## src/rtl/dma_priority_ctrl.sv

```systemverilog
// DMA priority controller: synchronizes per-channel requests, picks a winner
// (fixed or rotating priority), negotiates the bus with the CPU via HRQ/HLDA,
// and acknowledges the granted channel until its transfer terminates.
//
// Handshake: HRQ is raised when a winner is latched and stays high until the
// service ends; the CPU answers with HLDA. DACK is driven only in SERVE, which
// is entered or held only on an edge where HLDA=1 was sampled. Once in SERVE,
// a sampled XFER_DONE, EOP or HLDA=0 ends the service, and RELEASE drops HRQ
// and waits for HLDA=0 before returning to IDLE.
//
// dbg_state encoding: 0 = IDLE, 1 = WAIT_HLDA, 2 = SERVE, 3 = RELEASE.
module dma_priority_ctrl #(
  parameter int NCH = 4
) (
  input  logic           CLK,
  input  logic           RESET,
  input  logic [NCH-1:0] DREQ,
  input  logic [NCH-1:0] MASK,
  input  logic           ROTATE,
  input  logic           HLDA,
  input  logic           XFER_DONE,
  input  logic           EOP,
  output logic           HRQ,
  output logic [NCH-1:0] DACK,
  output logic [1:0]     CH_SEL,
  output logic           BUSY,
  output logic [1:0]     dbg_state,
  output logic [1:0]     dbg_last_served
);

  typedef enum logic [1:0] {
    IDLE      = 2'd0,
    WAIT_HLDA = 2'd1,
    SERVE     = 2'd2,
    RELEASE   = 2'd3
  } state_t;

  state_t         state;
  state_t         next_state;
  logic [NCH-1:0] sreq_meta;
  logic [NCH-1:0] sreq;
  logic [NCH-1:0] eff_req;
  logic [1:0]     latched_ch;
  logic [1:0]     last_served;
  logic [1:0]     prio_start;
  logic [1:0]     prio_idx;
  logic [1:0]     winner;
  logic           winner_found;
  logic           serve_exit;

  // Two-flop synchronizer for the asynchronous request lines
  always_ff @(posedge CLK or negedge RESET) begin
    if (!RESET) begin
      sreq_meta <= '0;
      sreq      <= '0;
    end else begin
      sreq_meta <= DREQ;
      sreq      <= sreq_meta;
    end
  end

  assign eff_req = sreq & ~MASK;

  // Priority search: scan four channels starting at 0 (fixed) or last_served+1 (rotating)
  always_comb begin
    prio_start   = ROTATE ? (last_served + 2'd1) : 2'd0;
    prio_idx     = 2'd0;
    winner       = 2'd0;
    winner_found = 1'b0;
    for (int k = 0; k < 4; k++) begin
      prio_idx = prio_start + 2'(k);
      if (!winner_found && eff_req[prio_idx]) begin
        winner       = prio_idx;
        winner_found = 1'b1;
      end
    end
  end

  // Any exit from SERVE (termination or lost HLDA) ends the service
  assign serve_exit = (state == SERVE) && (!HLDA || XFER_DONE || EOP);

  // State register
  always_ff @(posedge CLK or negedge RESET) begin
    if (!RESET) begin
      state <= IDLE;
    end else begin
      state <= next_state;
    end
  end

  // Next-state logic; XFER_DONE/EOP are only looked at in SERVE
  always_comb begin
    next_state = state;
    case (state)
      IDLE:      if (|eff_req) next_state = WAIT_HLDA;
      WAIT_HLDA: if (HLDA)     next_state = SERVE;
      SERVE:     if (serve_exit) next_state = RELEASE;
      RELEASE:   if (!HLDA)    next_state = IDLE;
      default:   next_state = IDLE;
    endcase
  end

  // Winner is captured once in IDLE and held until the next return to IDLE
  always_ff @(posedge CLK or negedge RESET) begin
    if (!RESET) begin
      latched_ch <= 2'd0;
    end else if (state == IDLE && winner_found) begin
      latched_ch <= winner;
    end
  end

  // Rotation pointer advances to the served channel when SERVE is left
  always_ff @(posedge CLK or negedge RESET) begin
    if (!RESET) begin
      last_served <= 2'd3;
    end else if (serve_exit) begin
      last_served <= latched_ch;
    end
  end

  // Outputs decoded from state only, so reset clears them immediately
  always_comb begin
    HRQ    = 1'b0;
    DACK   = '0;
    CH_SEL = 2'd0;
    BUSY   = (state != IDLE);
    case (state)
      WAIT_HLDA: begin
        HRQ    = 1'b1;
        CH_SEL = latched_ch;
      end
      SERVE: begin
        HRQ    = 1'b1;
        DACK   = {{(NCH-1){1'b0}}, 1'b1} << latched_ch;
        CH_SEL = latched_ch;
      end
      default: begin
        HRQ    = 1'b0;
      end
    endcase
  end

  assign dbg_state       = state;
  assign dbg_last_served = last_served;

endmodule

```

## config.mk

```make
export PLATFORM = sky130hd
export DESIGN_NAME = dma_priority_ctrl
export DESIGN_NICKNAME = d
export VERILOG_FILES = /design/src/rtl/dma_priority_ctrl.sv
export SDC_FILE = /design/constraint.sdc
export NUM_CORES = 1
export LEC_CHECK = 0
export ABC_AREA = 1
export BUFFER_PORTS_ARGS = -buffer_cell sky130_fd_sc_hd__buf_2
export CORE_UTILIZATION = 50
export CTS_BUF_LIST = sky130_fd_sc_hd__clkbuf_2 sky130_fd_sc_hd__clkbuf_4 sky130_fd_sc_hd__clkbuf_8
export CTS_CLUSTER_SIZE = 16
export DETAILED_ROUTE_END_ITERATION = 7
export PLACE_DENSITY = 0.83
export SLEW_MARGIN = 10
export SYNTH_ARGS = -nofsm -noshare
export SYNTH_HDL_FRONTEND = slang
export SYNTH_SLANG_ARGS = --single-unit
```

## constraint.sdc

```tcl
create_clock -name CLK -period 1.8 [get_ports CLK]
set_input_delay 0.09 -clock CLK [delete_from_list [all_inputs] [get_ports CLK]]
set_output_delay 0.09 -clock CLK [all_outputs]
set_load 0.02 [all_outputs]
```

==> flow_metrics.py <==
metrics = {
    "synthesis": {
        "yosysWarnings": 0,
        "synth-seq-cells": 14,
        "syn_inst": 130,
        "ys.flop_type": "dfrtp_1",
        "syn_area_per_cell_um2": 7.04,
        "yosysSeqAreaShare_pct": 38.6,
        "syn_nets": 149,
        "synth_cell_types": 19,
        "ys_async_sr_fraction_pct": 100,
        "synth_edf_count": 0,
        "synth_area_um2": 915,
    },
    "setup_path": {
        "critPathMaxFanout": 5,
        "cp-start-kind": "flip-flop",
        "rrSetupSlack_ns": 0.29,
        "crit_family": "flip-flops",
        "cp_cell_sequence": "inv_1 > ha_1 > inv_1 > nor3_1 > buf_2",
        "crit_cells": 5,
        "critPathMostFrequentCell": "inv_1",
        "crit_end": "DACK[3]",
        "cp-end-kind": "output port",
        "worstRegToRegCells": 11,
        "r2r-end": "latched_ch[0]$_DFFE_PN0P_",
        "critPathBufInv": 3,
        "max_stage_delay_ns": 0.44,
        "worstPathArrival_ns": 1.53,
        "critPathKind": "reg2out",
        "startpoint": "dbg_state[0]$_DFFE_PN0P_",
        "cp_slowest_cell": "dfrtp_1",
        "rr_startpoint": "dbg_last_served[0]$_DFFE_PN1P_",
        "critical_path_required_ns": 1.71,
    },
    "timing": {
        "setup_viol": 0,
        "relSlewSlack_pct": 79.8,
        "fin_ws_ns": 0.178,
        "finalHoldViolations": 0,
        "tns_ns": 0,
        "fin_crit_sh_pct": 90.1,
        "min_period_ns": 1.62,
        "fmax_ghz": 0.617,
        "skew_ns": 0.00296,
        "worst_pin_slew_ns": 0.304,
        "rsz0062_at_grt": "false",
        "hold_slack_ns": 0.258,
        "slew_viol_final": 0,
    },
    "route": {
        "totalWireLength_um": 1900,
        "drtIter0Drc": 16,
        "vias": 888,
        "drtAntennaViolNets": 0,
        "met2_length_um": 985,
        "avgRoutedWirePerCell_um": 10.0,
        "first_pass_iters": 4,
        "met3_length_um": 73,
        "highest_layer": "met4",
        "viasPerCell": 4.70,
        "m1WireLength_um": 794,
        "drc": 0,
    },
    "placement": {
        "pre_cts_ws_ns": 0.308,
        "portBuffers": 25,
        "gp_congestion": 0.920,
        "dpl_cell_area_um2": 1070,
        "dp_hpwl_um": 1530,
    },
    "floorplan": {
        "floorplan.initialDensity_pct": 53.0,
        "core_area_um2": 1730,
        "die_area_um2": 2000,
        "rows": 15,
        "io-pin-count": 26,
        "die_w_um": 44.8,
        "die_y_um": 44.8,
    },
    "grt": {
        "track_usage_pct": 21.7,
        "grt_pass1_vias": 799,
        "overflow": 0,
        "grt_max_degree": 15,
        "grt_pass1_wl_um": 3130,
        "antenna_found_initial": 0,
    },
    "clock_tree": {
        "cts_tree": "built",
        "cts_root_buffer": "clkbuf_4",
        "clock_sinks": 14,
        "clk_path_buf_depth": 2,
        "cts_resized": 0,
        "worst_skew_pair.late_latency_ns": 0.27,
        "clk_pin_slew_worst_paths_ns": 0.08,
        "cts_made_buffers": 3,
        "htreeDepth": 1,
    },
    "final_layout": {
        "layout_common_cells": "nand2_1 (44), inv_1 (26), buf_2 (25)",
        "drive_above_1_share_pct": 27.4,
        "area_growth_pct": 25.9,
        "finalNetCount": 184,
        "final_area_um2": 1150,
        "final_common_cell": "nand2_1",
        "fillCellCount": 149,
        "n_antenna_cell": 0,
    },
    "power": {
        "finalPower_mw": 1.62,
        "vdd_ir_drop_max_mv": 0.980,
        "p_leak_nw": 0.685,
        "pwr_density_cell_nw_per_um2": 1410,
    },
    "job": {
        "drv_cap": 0,
    },
    "run_status": {
        "status": "complete, no violations",
    },
    "min_path": {
        "hold_class": "in2async",
    },
}
[repair_timing]
item	in CTS	in global routing
hold endpoints to repair	18	0
hold buffers	5	0
setup buffers	0	0
[worst reg2reg max path: cells and delay by family, from the launching register on]
| family | cells | cell delay, ns |
|---|---|---|
| buffers and inverters | 2 | 0.13 |
| and+or+nand+nor | 9 | 0.71 |
| DFF | 1 | 0.58 |
[power breakdown]
group / leakage, nW / switching, mW / internal, mW
registers: 0.163 / 0.0863 / 0.404
logic: 0.503 / 0.618 / 0.322
clock network: 0.0184 / 0.0937 / 0.101
total: 0.685 / 0.798 / 0.827
[through the flow]
stage	std cells	util, %
floorplan	130	-
global placement	180	62.0
detailed placement	180	62.0
CTS	189	66.7
global route	189	66.7
finish	189	66.7
[state kept, by name, summed over array words and instances, names as in the netlist]
register,flops
sreq,4
sreq_meta,4
dbg_last_served,2
dbg_state,2
latched_ch,2
[worst min path at each step]
| stage | start | end | slack, ns | cells after the start |
|---|---|---|---|---|
| after global routing | RESET | sreq_meta[3]$_DFF_PN0_ | 0.28 | 2 |
| final | RESET | sreq_meta[3]$_DFF_PN0_ | 0.26 | 2 |
| after global placement | RESET | latched_ch[1]$_DFFE_PN0P_ | -0.01 | 1 |
| after detailed placement | RESET | sreq[3]$_DFF_PN0_ | -0.006 | 1 |
| after floorplan | RESET | dbg_state[0]$_DFFE_PN0P_ | -0.21 | 0 |
| after CTS | RESET | sreq_meta[3]$_DFF_PN0_ | 0.24 | 2 |
[cells by family after synthesis]
| kind of cell | after synthesis | share of synthesized area, % |
|---|---|---|
| buf+inv | 27 | 11.1 |
| compound gates | 8 | 4.79 |
| flops | 14 | 38.6 |
| fa+ha+maj | 5 | 6.84 |
| simple gates | 75 | 37.5 |
| mux | 1 | 1.23 |
[layer usage]
layer | track usage, % | vias to the layer above
met4 | 12.7 | 0
met2 | 38.2 | 29
li1 | - | 466
met3 | 2.40 | 6
met5 | 0 | -
met1 | 25.5 | 387
[Yosys cell counts, types with 2 or more instances]
cell,instances,area share (%)
ha_1,5,6.8
nor2_2,3,2.1
nand2_2,4,2.7
nor3_1,4,2.2
nand3_2,2,2.2
nor2_1,7,2.9
nand3_1,7,3.8
dfstp_2,2,5.7
o21ai_0,3,1.6
dfrtp_1,12,33
a21oi_1,4,2.2
inv_1,26,11
nand2_1,44,18
nand4_1,2,1.4
[area by class of cell]
cell class	count	area [um2]	area share (%)
Inverter	27	101	8.80
Tap cell	25	31.3	2.72
Clock buffer	4	30.0	2.61
Timing Repair Buffer	30	175	15.2
Sequential cell	14	353	30.7
Multi-Input combinational cell	89	460	40.0
Note: power is estimated with default switching activity, not from simulation.
